### src/rtl/x_input_streamer.sv
// x_input_streamer: buffers MATRIX_NUM matrices of 32 bytes written over a host
// byte port, then on `go` feeds them to the matrix core one matrix at a time
// using the start_in / valid_input / X_load protocol. Between matrices it waits
// for a rising edge of the core's `finish` and inserts GAP_CYCLES idle cycles.
//
// Ports:
//   clk, rst        clock; synchronous active-low reset
//   wr_en, wr_data  host byte write; wr_ready says a write is accepted this cycle
//   clr             clear the buffer (IDLE only)
//   go              start a run (IDLE with a full buffer only)
//   full, busy      buffer full / run in progress
//   done            one-cycle pulse at run completion
//   matrix_idx      index of the matrix currently being sent
//   start_in        to core: one-cycle pulse before each matrix
//   valid_input     to core: high for 32 cycles per matrix
//   X_load          to core: current byte, 0 when valid_input is low
//   finish          from core: end-of-matrix level
module x_input_streamer #(
  parameter int MATRIX_NUM = 2,
  parameter int GAP_CYCLES = 3
) (
  input  logic                        clk,
  input  logic                        rst,
  input  logic                        wr_en,
  input  logic [7:0]                  wr_data,
  output logic                        wr_ready,
  input  logic                        clr,
  input  logic                        go,
  output logic                        full,
  output logic                        busy,
  output logic                        done,
  output logic [$clog2(MATRIX_NUM):0] matrix_idx,
  output logic                        start_in,
  output logic                        valid_input,
  output logic [7:0]                  X_load,
  input  logic                        finish
);

  localparam int unsigned TOTAL    = MATRIX_NUM * 32;
  localparam int unsigned AW       = $clog2(TOTAL);
  localparam int unsigned PW       = AW + 1;
  localparam int unsigned MW       = $clog2(MATRIX_NUM) + 1;
  localparam int unsigned GW       = $clog2(GAP_CYCLES + 1) + 1;
  localparam int unsigned M_LAST   = MATRIX_NUM - 1;
  localparam int unsigned GAP_LAST = (GAP_CYCLES > 0) ? GAP_CYCLES - 1 : 0;

  localparam logic [2:0] S_IDLE     = 3'd0;
  localparam logic [2:0] S_START    = 3'd1;
  localparam logic [2:0] S_STREAM   = 3'd2;
  localparam logic [2:0] S_WAIT_FIN = 3'd3;
  localparam logic [2:0] S_GAP      = 3'd4;
  localparam logic [2:0] S_DONE     = 3'd5;

  logic [2:0]    state_q, state_d;
  logic [PW-1:0] wptr_q, wptr_d;
  logic [AW-1:0] ridx_q, ridx_d;
  logic [MW-1:0] midx_q, midx_d;
  logic [GW-1:0] gap_q, gap_d;
  logic          finish_d_q;
  logic          full_q, full_d;
  logic          wr_ready_q, wr_ready_d;
  logic          busy_q, busy_d;
  logic          done_q, done_d;
  logic          start_q, start_d;
  logic          valid_q, valid_d;
  logic          wr_accept;
  logic          fin_rise;

  logic [7:0]    mem_q [TOTAL];

  // Next-state, pointer and output-flop logic
  always_comb begin
    state_d   = state_q;
    wptr_d    = wptr_q;
    ridx_d    = ridx_q;
    midx_d    = midx_q;
    gap_d     = gap_q;
    wr_accept = 1'b0;
    fin_rise  = finish && !finish_d_q;

    case (state_q)
      S_IDLE: begin
        // clr beats go and writes; go (only possible when full) beats writes
        if (clr) begin
          wptr_d = '0;
        end else if (go && full_q) begin
          state_d = S_START;
          ridx_d  = '0;
          midx_d  = '0;
        end else if (wr_en && !full_q) begin
          wr_accept = 1'b1;
          wptr_d    = wptr_q + PW'(1);
        end
      end
      S_START: state_d = S_STREAM;
      S_STREAM: begin
        ridx_d = ridx_q + AW'(1);
        if (ridx_q[4:0] == 5'd31) state_d = S_WAIT_FIN;
      end
      S_WAIT_FIN: begin
        if (fin_rise) begin
          if (midx_q == MW'(M_LAST)) begin
            state_d = S_DONE;
          end else begin
            midx_d  = midx_q + MW'(1);
            gap_d   = '0;
            state_d = (GAP_CYCLES == 0) ? S_START : S_GAP;
          end
        end
      end
      S_GAP: begin
        if (gap_q == GW'(GAP_LAST)) state_d = S_START;
        else                        gap_d   = gap_q + GW'(1);
      end
      S_DONE:  state_d = S_IDLE;
      default: state_d = S_IDLE;
    endcase

    full_d     = (wptr_d == PW'(TOTAL));
    wr_ready_d = (state_d == S_IDLE) && !full_d;
    busy_d     = (state_d != S_IDLE);
    done_d     = (state_d == S_DONE);
    start_d    = (state_d == S_START);
    valid_d    = (state_d == S_STREAM);
  end

  // State and control registers
  always_ff @(posedge clk) begin
    if (!rst) begin
      state_q    <= S_IDLE;
      wptr_q     <= '0;
      ridx_q     <= '0;
      midx_q     <= '0;
      gap_q      <= '0;
      finish_d_q <= 1'b0;
      full_q     <= 1'b0;
      wr_ready_q <= 1'b1;
      busy_q     <= 1'b0;
      done_q     <= 1'b0;
      start_q    <= 1'b0;
      valid_q    <= 1'b0;
    end else begin
      state_q    <= state_d;
      wptr_q     <= wptr_d;
      ridx_q     <= ridx_d;
      midx_q     <= midx_d;
      gap_q      <= gap_d;
      finish_d_q <= finish;
      full_q     <= full_d;
      wr_ready_q <= wr_ready_d;
      busy_q     <= busy_d;
      done_q     <= done_d;
      start_q    <= start_d;
      valid_q    <= valid_d;
    end
  end

  // Byte buffer; contents deliberately survive reset
  always_ff @(posedge clk) begin
    if (rst && wr_accept) mem_q[wptr_q[AW-1:0]] <= wr_data;
  end

  assign wr_ready    = wr_ready_q;
  assign full        = full_q;
  assign busy        = busy_q;
  assign done        = done_q;
  assign matrix_idx  = midx_q;
  assign start_in    = start_q;
  assign valid_input = valid_q;
  // Combinational read from the registered index, forced to 0 outside STREAM
  assign X_load      = valid_q ? mem_q[ridx_q] : 8'h00;

endmodule

### config.mk
export PLATFORM = sky130hd
export DESIGN_NAME = x_input_streamer
export DESIGN_NICKNAME = d
export VERILOG_FILES = /design/src/rtl/x_input_streamer.sv
export SDC_FILE = /design/constraint.sdc
export NUM_CORES = 1
export LEC_CHECK = 0
export ABC_AREA = 0
export CAP_MARGIN = 20
export CORE_MARGIN = 1
export CORE_UTILIZATION = 47
export CTS_CLUSTER_DIAMETER = 40
export DETAILED_ROUTE_END_ITERATION = 7
export GPL_TIMING_DRIVEN = 0
export HOLD_SLACK_MARGIN = 0.08
export PLACE_DENSITY_LB_ADDON = 0.05
export SYNTH_ARGS = -nofsm -noshare
export SYNTH_HDL_FRONTEND = slang
export SYNTH_SLANG_ARGS = --single-unit
### constraint.sdc
create_clock -name clk -period 2.4 [get_ports clk]
set_clock_uncertainty 0.05 [all_clocks]
set_input_delay 0.48 -clock clk [delete_from_list [all_inputs] [get_ports clk]]
set_output_delay 0.48 -clock clk [all_outputs]
set_load 0.05 [all_outputs]
Word-level counts from Yosys, hierarchy flattened:

Memory sizes are Yosys's and may differ from the RTL's. A register that Yosys moved wholly into a read port is not among the register bits.
Cells that the tools add are included.

* word-level logic and storage cells: 82
* input bits: 14
* memories kept: 1
* memory bits (writable): 512
* output and inout bits: 16
* bits in registers: 28

* add/sub/neg operators: 4
* equal/unequal tests: 16
* reduce and logical (&&, ||, !) cells: 17
* muxes and demuxes: 32

Memory list
* mem_q: depth 64, width 8, read ports 1, clocked after Yosys merged registers in 1, wr ports 1, line 69 `logic [7:0] mem_q [TOTAL];`

Operators by type and width (number)
* two-way mux 7 bit: 4
* two-way mux 3 bit: 8
* two-way mux 6 bit: 4
* one-hot mux 3 bit (5 select lines): 1
* equality test 3 x 2 -> 1 bit (second input constant): 4
* one-hot mux 6 bit (2 select lines): 1
* != test 2 bit (second input constant): 5
* two-way mux 2 bit: 4
* two-way mux 8 bit: 1
* adder 7 x 1 -> 7 bit (second input constant): 1
* equality test 7 bit (second input constant): 1
* two-way mux 1 bit: 7
* adder 6 x 1 -> 6 bit (second input constant): 1
* equality test 3 x 1 -> 1 bit (second input constant): 2
* equality test 3 bit (second input constant): 2
* logical NOT 3 bit: 2
* one-hot mux 3 bit (2 select lines): 1
* nonzero test 2 bit: 3
* equality test 5 bit (second input constant): 1
* logical AND 1 bit: 5
* AND reduction 5 bit: 1
* one-hot mux 2 bit (2 select lines): 1
* AND reduction 4 bit: 1
* adder 3 x 1 -> 3 bit (second input constant): 1
* 5 further kinds: 7

Depth between registers and ports, before layout:

* word-level depth: 9
* mapped depth: 9
* gate-level depth less buffers: 8

Worst setup path before layout:

Ideal clock, no wire load.

* path type: register to output
* start: register with a tool-made name
* end: output X_load[2]
* buffers on the path: 3
* required time: 1.870 ns
* cell stages (with the launch flop): 9
* slack: -0.811 ns
* data arrival time: 2.681 ns
* path through: dfxtp_1 buf_2 buf_2 buf_2 mux4_2 mux2i_1 a32oi_1 o21ai_0 o21ai_0

RTL lines
* to (decl): line 35 `output logic [7:0] X_load,`

==> results.toml <==
[route]
routed_wl_um = 57700
drc_errors = 0
wl_per_cell_um = 29.1
drtAntennaViolNets = 0
via_per_inst = 5.96
drt_iter0_markers = 1215
dr.pass1.iters = 5
via_count = 11800

[sta]
fin_crit_sh_pct = 143
tightest_slew_ns = 0.944
whs_ns = 0.235
finalSetupViolCount = 72
fin_ws_ns = -1.04
fmax_mhz = 291
hold_viol_final = 0
slew-limit-headroom_pct = 36.8
min_period_ns = 3.44
maxSlewViolCount = 0
rsz0062_at_grt = "true"

[clocking]
cts_sinks = 546
h-tree-depth = 3
cts_buffer_depth = 3
postCtsHoldBufs = 0
clock_tree.root_cell = "clkbuf_16"
cts_tree = "built"
worstSkewPairLatency_ns = 0.58
path_clk_slew_ns = 0.06
tritoncts.num_buffers = 75

[yosys]
synth-edff-count = 512
ys_seq_area_share_pct = 74.9
yosys.area.top_type = "edfxtp_1"
synthesis.area_mm2 = 0.0214
ys_top_cells_by_area = "edfxtp_1 72%, mux4_2 14%, dfxtp_1 3.2%"
syn_nets = 1139
ys_ff_latch = 546
synth_top_family_by_area = "multiplexers"
synthXorXnorAreaFrac_pct = 0.368
syn_inst = 1119
yosysWarnings = 0
synth_compound_area_share_pct = 2.67
ys_async_sr_fraction_pct = 0
muxShareOfSynthArea_pct = 14.8
synth_top_area_share_pct = 71.8
syn-mean-instance-area_um2 = 19.1
ys_types = 56
yosys.area_share.simple_pct = 5.42
synthAdderAreaFrac_pct = 0.350
yosys_most_used_dff = "edfxtp_1"

[floorplan]
num_rows = 77
floorplan.initialDensity_pct = 48.0
die-width_um = 216
core-area_mm2 = 0.0446
die_area_mm2 = 0.0464
die_h_um = 216
num_io_pins = 30

[cells_and_area]
final_cell_mix = "512 x edfxtp_1, 129 x mux4_2, 77 x clkbuf_16"
fin_nets = 1354
instances_no_fill = 1984
drive_gt1_share_pct = 39.9
diodes = 0
mostFrequentLayoutCell = "edfxtp_1"
synthToLayoutAreaGrowth_pct = 29.7

[job]
max-cap-violations = 0

[placement]
routabilityCongestion = 0.911
dp.cells = 1747
dpl.hpwl_um = 36700
port_buffers = 28

[grt]
grt_max_degree = 56
grt_pass1_vias = 11800
grt_pass1_wl_um = 82200
antenna_found_initial = 1
overflow = 0
grt_usage_pct = 25.2

[setup_path]
path_class = "reg2out"
arrival_ns = 2.91
end_kind = "output port"
crit_required_ns = 1.87
worstSetupStartpointType = "flip-flop"
critPathMaxFanout = 10

[run_status]
outcome = "finished with violations"
violations = "setup timing"

[power_and_ir_drop]
ir_drop_mv = 0.576
p_leak_uw = 0.00877
p_per_area_mw_per_mm2 = 787

[worst_hold_path]
holdCritPathClass = "in2reg"
## flip-flops by register name, summed over array words and instances, names as in the netlist, 2 cells and up, named ones only
name / count
matrix_idx: 2
state_q: 3
ridx_q: 6
mem_q: 512
gap_q: 3
wptr_q: 7
## report_power, final
group / leakage, µW / internal, µW / switching [µW]
registers: 0.00488 / 10400 / 2.58
clock network: 0.00122 / 6880 / 4300
logic: 0.00267 / 68.7 / 208
total: 0.00877 / 17400 / 4510
## worst max-delay path, stage by stage, from the launching register on
cell and delay [ns]:
dfxtp_2 0.34, buf_12 0.17, buf_12 0.16, mux4_2 0.58, mux4_2 0.49, o211ai_1 0.26
nand3_4 0.13, buf_6 0.17
## final timing paths
path / from / endpoint / slack [ns] / cells after the start
worst min-delay path: wr_data[6] / mem_q[45][6] / 0.23 / 1
worst max register to register: state_q[0] / mem_q[36][7] / -0.06 / 8
worst min register to register: ridx_q[5] / flip-flop / 0.41 / 1
worst max-delay path: flip-flop / X_load[6] / -1.04 / 7
## cell usage after synthesis, drive strengths merged, types with 5 or more instances
cell and count:
nand2 69, nor2 95, inv 11, edfxtp 512
nand4 7, buf 29, o21ai 19, a32oi 6
a31oi 14, dfxtp 34, clkbuf 27, mux4 129
mux2 6, ha 6, a21oi 12, and2 5
and3 6, xnor2 5, nand2b 9, nor2b 12
mux2i 20, o22ai 13, nor3 8, nand3 18
## area by class of cell
type,instances,area (µm²)
Inverter,12,46.3
Buffer,54,561
Sequential cell,546,16100
Timing Repair Buffer,140,1870
Multi-Input combinational cell,505,5970
Fill cell,3117,16800
Clock inverter,48,574
Tap cell,592,741
Clock buffer,87,1970
## kinds of logic (layout without fill, tap and decap cells)
group | count (synthesis) | in the layout
buffers and inverters | 68 | 341
multiplexers | 155 | 155
adder cells (fa/ha/maj) | 6 | 6
AND/OR/NAND/NOR | 248 | 248
AO/OA/AOI/OAI | 87 | 87
XOR/XNOR | 9 | 9
flip-flops | 546 | 546
## layer usage
metal / share of wire [%] / global-route usage (%)
met5: 0 / 0
met4: 3.7 / 9.95
met3: 7.2 / 5.17
met2: 47 / 38.6
met1: 42 / 35.8
## metrics by stage
step	utilization (%)	total power, µW	setup TNS, ns	setup slack, ns	area (µm²)
finish	62.3	21900	-9.76	-1.04	27800
global route	62.3	22400	-19.95	-1.08	27800
CTS	60.8	22000	-8.31	-1.07	27100
detailed placement	51.0	10900	-644.77	-2.20	22700
global placement	50.7	10900	-1056.65	-2.18	22600
floorplan	-	10700	-22.97	-0.140	21600
## what timing repair did
item | 4_1_cts | 5_1_grt
pin swaps | 40 | 35
gates cloned | 0 | 1
hold endpoints to repair | 0 | 0
setup buffers | 70 | 33
endpoints found under the setup margin | 522 | 456
gates resized for setup | 295 | 54
Power figures use the tool's default switching activity.
